**src/rtl/motor_pwm_decode.sv**
```systemverilog
// Recovers the signed drive command from one motor channel's fwd/rev PWM pair by integrating
// each line's high time over a free-running window of exactly one PWM period.
module motor_pwm_decode #(
    parameter int unsigned MAG_W = 10
) (
    input  logic           clk,
    input  logic           rst,
    input  logic           fwd_i,
    input  logic           rev_i,
    output logic [MAG_W:0] duty_o,
    output logic           valid_o,
    output logic           brake_o,
    output logic           fault_o
);

    localparam int unsigned CntW  = MAG_W + 1;
    localparam int unsigned DiffW = MAG_W + 2;

    localparam logic [MAG_W-1:0] WinLast = {MAG_W{1'b1}};
    localparam logic [MAG_W-1:0] WinOne  = {{(MAG_W-1){1'b0}}, 1'b1};
    localparam logic [CntW-1:0]  Period  = {1'b1, {MAG_W{1'b0}}};
    localparam logic [MAG_W:0]   DutyMax = {1'b0, {MAG_W{1'b1}}};
    localparam logic [MAG_W:0]   DutyMin = {1'b1, {MAG_W{1'b0}}};

    logic             f_q, r_q;
    logic [MAG_W-1:0] win_cnt_q, win_cnt_d;
    logic [CntW-1:0]  f_cnt_q, f_cnt_d;
    logic [CntW-1:0]  r_cnt_q, r_cnt_d;
    logic [CntW-1:0]  b_cnt_q, b_cnt_d;
    logic [MAG_W:0]   duty_q, duty_d;
    logic             valid_q, valid_d;
    logic             brake_q, brake_d;
    logic             fault_q, fault_d;

    logic [CntW-1:0]  f_sum, r_sum, b_sum;
    logic [DiffW-1:0] diff;
    logic [MAG_W:0]   duty_sat;
    logic             terminal;

    always_comb begin
        // Sums include the current sample so the terminal cycle is part of its own window.
        f_sum = f_cnt_q + {{MAG_W{1'b0}}, f_q & ~r_q};
        r_sum = r_cnt_q + {{MAG_W{1'b0}}, r_q & ~f_q};
        b_sum = b_cnt_q + {{MAG_W{1'b0}}, f_q & r_q};
        diff  = {1'b0, f_sum} - {1'b0, r_sum};

        case (diff[DiffW-1:DiffW-2])
            2'b01:   duty_sat = DutyMax;
            2'b10:   duty_sat = DutyMin;
            default: duty_sat = diff[MAG_W:0];
        endcase
    end

    always_comb begin
        terminal  = (win_cnt_q == WinLast);
        win_cnt_d = win_cnt_q + WinOne;
        f_cnt_d   = f_sum;
        r_cnt_d   = r_sum;
        b_cnt_d   = b_sum;
        duty_d    = duty_q;
        valid_d   = 1'b0;
        brake_d   = brake_q;
        fault_d   = fault_q;

        if (terminal) begin
            f_cnt_d = '0;
            r_cnt_d = '0;
            b_cnt_d = '0;
            valid_d = 1'b1;
            if (b_sum == Period) begin
                brake_d = 1'b1;
                fault_d = 1'b0;
                duty_d  = '0;
            end else begin
                brake_d = 1'b0;
                fault_d = (b_sum != '0);
                duty_d  = duty_sat;
            end
        end
    end

    always_ff @(posedge clk or posedge rst) begin
        if (rst) begin
            f_q       <= 1'b0;
            r_q       <= 1'b0;
            win_cnt_q <= '0;
            f_cnt_q   <= '0;
            r_cnt_q   <= '0;
            b_cnt_q   <= '0;
            duty_q    <= '0;
            valid_q   <= 1'b0;
            brake_q   <= 1'b0;
            fault_q   <= 1'b0;
        end else begin
            f_q       <= fwd_i;
            r_q       <= rev_i;
            win_cnt_q <= win_cnt_d;
            f_cnt_q   <= f_cnt_d;
            r_cnt_q   <= r_cnt_d;
            b_cnt_q   <= b_cnt_d;
            duty_q    <= duty_d;
            valid_q   <= valid_d;
            brake_q   <= brake_d;
            fault_q   <= fault_d;
        end
    end

    assign duty_o  = duty_q;
    assign valid_o = valid_q;
    assign brake_o = brake_q;
    assign fault_o = fault_q;

endmodule

```
**config.mk**
```make
export PLATFORM = sky130hd
export DESIGN_NAME = motor_pwm_decode
export DESIGN_NICKNAME = d
export VERILOG_FILES = /design/src/rtl/motor_pwm_decode.sv
export SDC_FILE = /design/constraint.sdc
export NUM_CORES = 1
export LEC_CHECK = 0
export ABC_AREA = 1
export BUFFER_PORTS_ARGS = -buffer_cell sky130_fd_sc_hd__buf_4
export CORE_UTILIZATION = 55
export DETAILED_ROUTE_END_ITERATION = 10
export GPL_TIMING_DRIVEN = 0
export PLACE_DENSITY_LB_ADDON = 0.3
export SLEW_MARGIN = 5
export SYNTH_ARGS = -nofsm -noshare
export SYNTH_HDL_FRONTEND = slang
export SYNTH_SLANG_ARGS = --single-unit
export TNS_END_PERCENT = 5
```
**constraint.sdc**
```tcl
create_clock -name clk -period 11.16 [get_ports clk]
set_input_delay 2.232 -clock clk [delete_from_list [all_inputs] [get_ports clk]]
set_output_delay 2.232 -clock clk [all_outputs]
set_load 0.005 [all_outputs]
```
==> flow_summary.html, run 1 <==
<table>
<tr><th>Metric</th><th>Value</th></tr>
<tr><th colspan="2">Run status</th></tr>
<tr><td>Outcome</td><td>completed</td></tr>
<tr><th colspan="2">Floorplan</th></tr>
<tr><td>Number of top-level design ports</td><td>18</td></tr>
<tr><td>Initial core utilization</td><td>0.585</td></tr>
<tr><td>Overall die width</td><td>82.3 um</td></tr>
<tr><td>Core Box Area</td><td>0.00606 sq mm</td></tr>
<tr><td>Vertical die dimension</td><td>82.3 um</td></tr>
<tr><td>Floorplan die area</td><td>0.00677 sq mm</td></tr>
<tr><td>Site Rows</td><td>28</td></tr>
<tr><th colspan="2">Drt</th></tr>
<tr><td>1st-pass router iterations</td><td>5</td></tr>
<tr><td># DRC</td><td>0</td></tr>
<tr><td>Vias per inst</td><td>5.20</td></tr>
<tr><td>Antenna Violating Nets Remaining</td><td>0</td></tr>
<tr><td>DRC violation total after the first TritonRoute iteration</td><td>145</td></tr>
<tr><td>Routed Wire Length</td><td>7.25 mm</td></tr>
<tr><td>Routed vias</td><td>2872</td></tr>
<tr><td>Final routed wire length divided by cell count</td><td>13.1 um</td></tr>
<tr><th colspan="2">Final layout</th></tr>
<tr><td>Post-route design area</td><td>0.00401 sq mm</td></tr>
<tr><td>Net count, final</td><td>495</td></tr>
<tr><td>Ant diodes</td><td>0</td></tr>
<tr><td>Leading cell type in the layout, fill and taps excluded</td><td>sky130_fd_sc_hd__nand2_1</td></tr>
<tr><td>Fill cells</td><td>504</td></tr>
<tr><td>Combined area of the multi-input logic cells</td><td>0.00177 sq mm</td></tr>
<tr><td>Layout overhead on the synthesized area</td><td>13.1%</td></tr>
<tr><td>Fraction of final layout cells sized beyond drive strength 1</td><td>0.153</td></tr>
<tr><td>Most frequent cells in the layout</td><td>sky130_fd_sc_hd__nand2_1 (116), sky130_fd_sc_hd__inv_1 (64), sky130_fd_sc_hd__dfrtp_1 (59), sky130_fd_sc_hd__nor2_1 (40), sky130_fd_sc_hd__nand3_1 (29)</td></tr>
<tr><td>Sequential standard cell area</td><td>0.00148 sq mm</td></tr>
<tr><th colspan="2">Synth</th></tr>
<tr><td>Number of warnings printed during yosys synthesis</td><td>0</td></tr>
<tr><td>Post-synthesis area per instance</td><td>8.00 sq um</td></tr>
<tr><td>Gate count of the mapped netlist</td><td>443</td></tr>
<tr><td>Part of the Yosys area used for sequential elements</td><td>0.417</td></tr>
<tr><td>Flip-flop and latch count after synthesis</td><td>59</td></tr>
<tr><td>Total standard cell area after synthesis</td><td>0.00354 sq mm</td></tr>
<tr><td>Synthesized netlist net count</td><td>466</td></tr>
<tr><td>Distinct cell type count after synthesis</td><td>33</td></tr>
<tr><th colspan="2">Critical path</th></tr>
<tr><td>Critical Path Fanout Max</td><td>8</td></tr>
<tr><td>WP data required</td><td>11.40 ns</td></tr>
<tr><td>Crit Path Class</td><td>flip-flop to flip-flop</td></tr>
<tr><td>Crit path DAT</td><td>4.53 ns</td></tr>
<tr><td>Cell count of the worst reg-to-reg path</td><td>19</td></tr>
<tr><td>Setup slack, reg-to-reg</td><td>6.87 ns</td></tr>
<tr><td>Crit Reg-Reg Endpoint</td><td>duty_o[4]$_DFFE_PP0P_</td></tr>
<tr><td>Type of origin of the critical path</td><td>flip-flop</td></tr>
<tr><td>Capturing element of the worst setup path</td><td>duty_o[4]$_DFFE_PP0P_</td></tr>
<tr><td>CP startpoint</td><td>f_q$_DFF_PP0_</td></tr>
<tr><td>Beginning of the worst register-to-register path</td><td>f_q$_DFF_PP0_</td></tr>
<tr><td>CP endpoint kind</td><td>flip-flop</td></tr>
<tr><th colspan="2">Global routing</th></tr>
<tr><td>Number of antenna violations at the first check in global routing</td><td>0</td></tr>
<tr><td>Global-route congestion overflow total</td><td>0</td></tr>
<tr><td>Via count of the first global-routing pass</td><td>2763</td></tr>
<tr><td>Global-route usage over all layers</td><td>0.242</td></tr>
<tr><td>Pin count of the biggest net entering global routing</td><td>33</td></tr>
<tr><td>First-pass GRT wire length</td><td>12.0 mm</td></tr>
<tr><th colspan="2">CTS</th></tr>
<tr><td>Clock-pin slew reported for the worst setup and hold paths after clock tree synthesis</td><td>0.07 ns</td></tr>
<tr><td>Root buffer cell</td><td>sky130_fd_sc_hd__clkbuf_8</td></tr>
<tr><td>Number of clock sinks seen by CTS</td><td>59</td></tr>
<tr><td>Maximum buffer depth of the clock tree</td><td>2</td></tr>
<tr><td>Setup fix buffers added after clock tree synthesis</td><td>0</td></tr>
<tr><td>Total CTS buffers</td><td>9</td></tr>
<tr><td>CTS tree</td><td>built</td></tr>
<tr><td>Source-to-sink clock delay at the later pin of the worst-skew pair</td><td>0.36 ns</td></tr>
<tr><td>Post-cts resize count</td><td>0</td></tr>
<tr><td>Count of hold-fix buffers inserted at cts</td><td>0</td></tr>
<tr><td>Depth of the CTS H-tree</td><td>3</td></tr>
<tr><th colspan="2">Pwr</th></tr>
<tr><td>Leakage power figure</td><td>2.23 nW</td></tr>
<tr><td>Worst IR Drop VDD</td><td>0.000153 V</td></tr>
<tr><td>Power density relative to cell area</td><td>245 mW/mm^2</td></tr>
<tr><th colspan="2">Timing</th></tr>
<tr><td>Setup Total Neg Slack</td><td>0 ns</td></tr>
<tr><td>Time the final worst path needs with I/O delays and setup</td><td>4.29 ns</td></tr>
<tr><td>Max-slew violation count</td><td>0</td></tr>
<tr><td>Unrepaired setup endpoints after global routing</td><td>false</td></tr>
<tr><td>Final Hold Viols</td><td>0</td></tr>
<tr><td>Clock Skews</td><td>0.00976 ns</td></tr>
<tr><td>Rel. slew slack</td><td>0.591</td></tr>
<tr><td>Final worst-path cycle share</td><td>0.384</td></tr>
<tr><td>Worst-Margin Slew</td><td>0.612 ns</td></tr>
<tr><td>Finish-stage setup viols</td><td>0</td></tr>
<tr><td>Fmax</td><td>233 MHz</td></tr>
<tr><th colspan="2">Hold path</th></tr>
<tr><td>Min-delay worst type</td><td>flip-flop to flip-flop</td></tr>
<tr><th colspan="2">Placement</th></tr>
<tr><td>Hpwl dp</td><td>5.38 mm</td></tr>
<tr><td>Routability congestion estimate from global placement</td><td>0.865</td></tr>
<tr><td>Placed cell areas</td><td>0.00378 sq mm</td></tr>
<tr><td>Number of buffers added on ports</td><td>17</td></tr>
<tr><th colspan="2">Job</th></tr>
<tr><td>Max-capacitance violation count</td><td>0</td></tr>
</table>
==> area by class of cell <==
class,instances,area share
Sequential cell,59,0.368
Buffer,7,0.00936
Inverter,68,0.0637
Tap cell,75,0.0234
Clock buffer,9,0.0309
Multi-Input combinational cell,309,0.443
Timing Repair Buffer,18,0.0368
Clock inverter,7,0.0250
==> cells in the mapped netlist <==
cell type                  count  share of area
sky130_fd_sc_hd__a21o_1        1         0.0021
sky130_fd_sc_hd__a21oi_1      15          0.021
sky130_fd_sc_hd__a21oi_2       1         0.0025
sky130_fd_sc_hd__buf_2         3         0.0042
sky130_fd_sc_hd__buf_4         2         0.0042
sky130_fd_sc_hd__clkbuf_1      2         0.0021
sky130_fd_sc_hd__dfrtp_1      59           0.42
sky130_fd_sc_hd__fa_1          1         0.0056
sky130_fd_sc_hd__ha_1         18          0.064
sky130_fd_sc_hd__inv_1        65          0.069
sky130_fd_sc_hd__inv_2         3         0.0032
sky130_fd_sc_hd__nand2_1     116           0.12
sky130_fd_sc_hd__nand2_2       5         0.0088
sky130_fd_sc_hd__nand2_4       1         0.0032
sky130_fd_sc_hd__nand3_1      29          0.041
sky130_fd_sc_hd__nand3_2       5          0.014
sky130_fd_sc_hd__nand3b_2      1         0.0032
sky130_fd_sc_hd__nand4_1      11          0.019
sky130_fd_sc_hd__nand4_2       3          0.011
sky130_fd_sc_hd__nor2_1       40          0.042
sky130_fd_sc_hd__nor2_2        4         0.0071
sky130_fd_sc_hd__nor2_4        2         0.0064
sky130_fd_sc_hd__nor3_1        6         0.0085
sky130_fd_sc_hd__nor3_4        2         0.0092
sky130_fd_sc_hd__nor3b_4       1         0.0053
sky130_fd_sc_hd__o21a_1        1         0.0021
sky130_fd_sc_hd__o21ai_0       2         0.0028
sky130_fd_sc_hd__o21ai_1      10          0.014
sky130_fd_sc_hd__o21ai_2       2         0.0049
sky130_fd_sc_hd__or2_2         2         0.0035
sky130_fd_sc_hd__xnor2_1       9          0.022
sky130_fd_sc_hd__xor2_1       20          0.049
sky130_fd_sc_hd__xor2_2        1         0.0046
==> layer usage <==
metal | track usage | wire length (um)
met1 | 0.301 | 3320
met4 | 0.139 | 217
met5 | 0 | 0
met2 | 0.393 | 3440
met3 | 0.0451 | 273
==> through the flow <==
step / hold slack [ns] / worst slack [ns] / utilization / std cells / total power [mW]
after floorplan: 0.422 / 7.47 / - / 443 / 0.664
after global routing: 0.505 / 6.57 / 0.661 / 552 / 1.07
after CTS: 0.481 / 6.89 / 0.661 / 552 / 0.983
after global placement: 0.441 / 6.76 / 0.621 / 535 / 0.738
final: 0.471 / 6.87 / 0.661 / 552 / 0.984
after detailed placement: 0.469 / 6.93 / 0.624 / 536 / 0.754
==> how the worst min path moves through the flow <==
| stage | from | endpoint | slack [ns] | cells after the start |
|---|---|---|---|---|
| final | win_cnt_q[0]$_DFF_PP0_ | win_cnt_q[0]$_DFF_PP0_ | 0.47 | 1 |
| after global routing | duty_o[8]$_DFFE_PP0P_ | duty_o[8]$_DFFE_PP0P_ | 0.50 | 2 |
| after CTS | win_cnt_q[0]$_DFF_PP0_ | win_cnt_q[0]$_DFF_PP0_ | 0.48 | 1 |
| after detailed placement | duty_o[8]$_DFFE_PP0P_ | duty_o[8]$_DFFE_PP0P_ | 0.47 | 2 |
| after global placement | win_cnt_q[0]$_DFF_PP0_ | win_cnt_q[0]$_DFF_PP0_ | 0.44 | 1 |
| after floorplan | win_cnt_q[0]$_DFF_PP0_ | win_cnt_q[0]$_DFF_PP0_ | 0.42 | 1 |
==> flip-flops by register name, indices dropped and copies added, names as in the netlist <==
name       flops
f_q            1
f_cnt_q       11
r_q            1
fault_o        1
brake_o        1
valid_o        1
duty_o        11
win_cnt_q     10
b_cnt_q       11
r_cnt_q       11
==> worst max-delay path, stage by stage (launching register included) <==
cell                       delay, ns
sky130_fd_sc_hd__dfrtp_1        0.40
sky130_fd_sc_hd__nor2_1         0.12
sky130_fd_sc_hd__ha_1           0.37
sky130_fd_sc_hd__ha_1           0.31
sky130_fd_sc_hd__nand3_1        0.14
sky130_fd_sc_hd__nor3_1         0.30
sky130_fd_sc_hd__nand3_1        0.20
sky130_fd_sc_hd__xor2_1         0.20
sky130_fd_sc_hd__ha_1           0.39
sky130_fd_sc_hd__nand2_1        0.10
sky130_fd_sc_hd__nor2_1         0.18
sky130_fd_sc_hd__nand3_1        0.14
sky130_fd_sc_hd__nand3_1        0.13
sky130_fd_sc_hd__inv_1          0.06
sky130_fd_sc_hd__o21ai_2        0.15
sky130_fd_sc_hd__ha_1           0.24
sky130_fd_sc_hd__buf_2          0.16
sky130_fd_sc_hd__nor2_1         0.23
sky130_fd_sc_hd__nand3b_2       0.25
sky130_fd_sc_hd__o21ai_1        0.09
==> kinds of logic (layout without fill, tap and decap cells) <==
| kind of cell | Yosys count | count (layout) | synth area share |
|---|---|---|---|
| buf+inv | 75 | 109 | 0.0826 |
| xor+xnor | 30 | 30 | 0.0763 |
| compound gates | 32 | 32 | 0.0498 |
| fa+ha+maj | 19 | 19 | 0.0692 |
| flops | 59 | 59 | 0.417 |
| simple gates | 228 | 228 | 0.305 |
==> power by group <==
group,switching (mW),internal [mW],leakage [nW]
clock network,0.0966,0.127,0.114
logic,0.311,0.179,1.34
registers,0.0268,0.243,0.778
total,0.434,0.550,2.23
Note: power is estimated with default switching activity, not from simulation.
==> inputs of run 2 (changes only) <==
Clock period 11.16 ns to 3.8 ns, I/O delays scaled along.
==> run 2 against run 1 <==
Flip-flop and latch count stayed put. Sequential share of layout area is 1.4 points lower. Global-route usage is 0.21 points higher. Final cell count is 0.54% higher. Critical path depth stayed put. Die area stayed put. Non-clock buffer count is 3 higher. Largest power group unchanged. Clock-buffer cell count stayed put.
==> flow_summary.html, run 2 (synthesis gave the netlist of run 1 again) <==
<table>
<tr><th>Metric</th><th>Value</th></tr>
<tr><th colspan="2">Run status</th></tr>
<tr><td>Outcome</td><td>completed</td></tr>
<tr><th colspan="2">Timing</th></tr>
<tr><td>Time the final worst path needs with I/O delays and setup</td><td>3.57 ns</td></tr>
<tr><td>Max-slew violation count</td><td>0</td></tr>
<tr><td>Worst-Margin Slew</td><td>0.617 ns</td></tr>
<tr><td>Rel. slew slack</td><td>0.588</td></tr>
<tr><td>Final Hold Viols</td><td>0</td></tr>
<tr><td>Worst-case setup margin in the final layout</td><td>0.234 ns</td></tr>
<tr><td>Finish-stage setup viols</td><td>0</td></tr>
<tr><td>Final worst-path cycle share</td><td>0.938</td></tr>
<tr><td>Fmax</td><td>280 MHz</td></tr>
<tr><td>Clock Skews</td><td>0.0111 ns</td></tr>
<tr><th colspan="2">Pwr</th></tr>
<tr><td>Leakage power figure</td><td>2.26 nW</td></tr>
<tr><td>Portion of total power attributed to sequential cells</td><td>0.265</td></tr>
<tr><td>Worst IR Drop VDD</td><td>0.000455 V</td></tr>
<tr><td>Fraction of power spent switching nets</td><td>0.440</td></tr>
<tr><td>Power density relative to cell area</td><td>726 mW/mm^2</td></tr>
<tr><td>Sw power</td><td>1.33 mW</td></tr>
<tr><td>Internal Pwr Total</td><td>1.69 mW</td></tr>
<tr><td>Part of the total power dissipated in combinational logic</td><td>0.516</td></tr>
<tr><td>Clk pwr share</td><td>0.219</td></tr>
<tr><th colspan="2">Drt</th></tr>
<tr><td># DRC</td><td>0</td></tr>
<tr><td>Routed Wire Length</td><td>7.49 mm</td></tr>
<tr><td>Antenna Violating Nets Remaining</td><td>0</td></tr>
<tr><td>Final routed wire length divided by cell count</td><td>13.5 um</td></tr>
<tr><td>Routed vias</td><td>2923</td></tr>
<tr><td>1st-pass router iterations</td><td>5</td></tr>
<tr><td>DRC violation total after the first TritonRoute iteration</td><td>126</td></tr>
<tr><td>Vias per inst</td><td>5.27</td></tr>
<tr><th colspan="2">Floorplan</th></tr>
<tr><td>Site Rows</td><td>28</td></tr>
<tr><td>Floorplan die area</td><td>0.00677 sq mm</td></tr>
<tr><td>Vertical die dimension</td><td>82.3 um</td></tr>
<tr><td>Number of top-level design ports</td><td>18</td></tr>
<tr><td>Core Box Area</td><td>0.00606 sq mm</td></tr>
<tr><td>Initial core utilization</td><td>0.585</td></tr>
<tr><td>Overall die width</td><td>82.3 um</td></tr>
<tr><th colspan="2">Critical path</th></tr>
<tr><td>CP endpoint kind</td><td>flip-flop</td></tr>
<tr><td>Crit path DAT</td><td>3.80 ns</td></tr>
<tr><td>Cell count of the worst reg-to-reg path</td><td>19</td></tr>
<tr><td>Type of origin of the critical path</td><td>flip-flop</td></tr>
<tr><td>Beginning of the worst register-to-register path</td><td>f_q$_DFF_PP0_</td></tr>
<tr><td>Critical Path Fanout Max</td><td>8</td></tr>
<tr><td>Crit Path Class</td><td>flip-flop to flip-flop</td></tr>
<tr><td>Crit Reg-Reg Endpoint</td><td>duty_o[4]$_DFFE_PP0P_</td></tr>
<tr><td>Setup slack, reg-to-reg</td><td>0.23 ns</td></tr>
<tr><td>WP data required</td><td>4.04 ns</td></tr>
<tr><th colspan="2">Final layout</th></tr>
<tr><td>Leading cell type in the layout, fill and taps excluded</td><td>sky130_fd_sc_hd__nand2_1</td></tr>
<tr><td>Net count, final</td><td>498</td></tr>
<tr><td>Fraction of final layout cells sized beyond drive strength 1</td><td>0.198</td></tr>
<tr><td>Ant diodes</td><td>0</td></tr>
<tr><td>Layout overhead on the synthesized area</td><td>17.4%</td></tr>
<tr><td>Most frequent cells in the layout</td><td>sky130_fd_sc_hd__nand2_1 (116), sky130_fd_sc_hd__inv_1 (63), sky130_fd_sc_hd__dfrtp_1 (59), sky130_fd_sc_hd__nor2_1 (36), sky130_fd_sc_hd__nand3_1 (28)</td></tr>
<tr><td>Post-route design area</td><td>0.00416 sq mm</td></tr>
<tr><th colspan="2">Global routing</th></tr>
<tr><td>Via count of the first global-routing pass</td><td>2788</td></tr>
<tr><td>Global-route congestion overflow total</td><td>0</td></tr>
<tr><td>First-pass GRT wire length</td><td>12.1 mm</td></tr>
<tr><td>Global-route usage over all layers</td><td>0.244</td></tr>
<tr><td>Pin count of the biggest net entering global routing</td><td>33</td></tr>
<tr><td>Number of antenna violations at the first check in global routing</td><td>0</td></tr>
<tr><th colspan="2">Hold path</th></tr>
<tr><td>Hold path endpoint</td><td>win_cnt_q[0]$_DFF_PP0_</td></tr>
<tr><td>Number of cells on the worst hold path</td><td>1</td></tr>
<tr><td>Hold wc startpoint</td><td>win_cnt_q[0]$_DFF_PP0_</td></tr>
<tr><td>Min-delay worst type</td><td>flip-flop to flip-flop</td></tr>
<tr><th colspan="2">Job</th></tr>
<tr><td>Max-capacitance violation count</td><td>0</td></tr>
<tr><th colspan="2">CTS</th></tr>
<tr><td>CTS tree</td><td>built</td></tr>
<tr><td>Maximum buffer depth of the clock tree</td><td>2</td></tr>
<tr><td>Clock-pin slew reported for the worst setup and hold paths after clock tree synthesis</td><td>0.07 ns</td></tr>
<tr><td>Number of clock sinks seen by CTS</td><td>59</td></tr>
<tr><td>Count of hold-fix buffers inserted at cts</td><td>0</td></tr>
<tr><td>Source-to-sink clock delay at the later pin of the worst-skew pair</td><td>0.36 ns</td></tr>
<tr><td>Depth of the CTS H-tree</td><td>3</td></tr>
<tr><td>Total CTS buffers</td><td>9</td></tr>
<tr><td>Root buffer cell</td><td>sky130_fd_sc_hd__clkbuf_8</td></tr>
<tr><th colspan="2">Placement</th></tr>
<tr><td>Hpwl dp</td><td>5.38 mm</td></tr>
<tr><td>Routability congestion estimate from global placement</td><td>0.865</td></tr>
<tr><td>Placed cell areas</td><td>0.00378 sq mm</td></tr>
<tr><td>Placement Setup Slack</td><td>-0.432 ns</td></tr>
<tr><td>Number of buffers added on ports</td><td>17</td></tr>
</table>
## run 2: worst max path at each step
stage / slack, ns / startpoint / to
after floorplan: 0.22 / f_q$_DFF_PP0_ / duty_o[2]$_DFFE_PP0P_
after global placement: -0.28 / f_q$_DFF_PP0_ / duty_o[2]$_DFFE_PP0P_
after detailed placement: -0.43 / f_q$_DFF_PP0_ / duty_o[4]$_DFFE_PP0P_
after CTS: 0.01 / f_q$_DFF_PP0_ / duty_o[4]$_DFFE_PP0P_
after global routing: -0.03 / r_q$_DFF_PP0_ / duty_o[2]$_DFFE_PP0P_
final: 0.23 / f_q$_DFF_PP0_ / duty_o[4]$_DFFE_PP0P_
## run 2: through the flow
| step | setup TNS, ns | hold WS (ns) | cells | util | power [mW] |
|---|---|---|---|---|---|
| 2_1_floorplan | 0 | 0.422 | 443 | - | 1.95 |
| 3_3_place_gp | -2.24 | 0.441 | 535 | 0.621 | 2.17 |
| 3_5_place_dp | -3.82 | 0.469 | 536 | 0.624 | 2.21 |
| 4_1_cts | 0 | 0.481 | 553 | 0.669 | 2.93 |
| 5_1_grt | -0.0657 | 0.503 | 555 | 0.687 | 3.28 |
| 6_report | 0 | 0.472 | 555 | 0.687 | 3.02 |
## run 2: worst max-delay path, stage by stage, from the launching register on
cell,delay [ns]
sky130_fd_sc_hd__dfrtp_1,0.41
sky130_fd_sc_hd__nor2_2,0.16
sky130_fd_sc_hd__ha_4,0.15
sky130_fd_sc_hd__ha_2,0.21
sky130_fd_sc_hd__nand3_1,0.14
sky130_fd_sc_hd__nor3_2,0.24
sky130_fd_sc_hd__nand3_2,0.14
sky130_fd_sc_hd__xor2_2,0.19
sky130_fd_sc_hd__ha_4,0.30
sky130_fd_sc_hd__nand2_1,0.08
sky130_fd_sc_hd__nor2_2,0.15
sky130_fd_sc_hd__nand3_1,0.12
sky130_fd_sc_hd__nand3_1,0.13
sky130_fd_sc_hd__inv_1,0.06
sky130_fd_sc_hd__o21ai_2,0.15
sky130_fd_sc_hd__ha_1,0.25
sky130_fd_sc_hd__clkbuf_4,0.18
sky130_fd_sc_hd__nor2_4,0.13
sky130_fd_sc_hd__nand3b_4,0.19
sky130_fd_sc_hd__o21ai_1,0.08
## run 2: layout make-up
class                           count  area (sq um)
Fill cell                         484          1900
Tap cell                           75          93.8
Timing Repair Buffer               21           170
Buffer                              7          40.0
Multi-Input combinational cell    309          1900
Clock buffer                        9           124
Inverter                           68           255
Clock inverter                      7           100
Sequential cell                    59          1480
## run 2: power by group through the flow
stage	Combinational (mW)	Clock [mW]	Sequential, mW
global route	1.77	0.688	0.815
finish	1.56	0.661	0.802
global placement	1.37	0	0.798
CTS	1.47	0.666	0.795
detailed placement	1.41	0	0.803
floorplan	1.16	0	0.787
## run 2: what timing repair did
action,CTS,global route
setup buffers,1,2
resized for setup,8,17
endpoints found under the setup margin,11,11
pin swaps,1,5
## run 2: per-layer routing
| metal | vias up | GRT usage | wire (um) |
|---|---|---|---|
| met4 | 0 | 0.139 | 182 |
| li1 | 1453 | - | - |
| met2 | 63 | 0.394 | 3610 |
| met5 | - | 0 | 0 |
| met1 | 1389 | 0.307 | 3440 |
| met3 | 18 | 0.0440 | 259 |
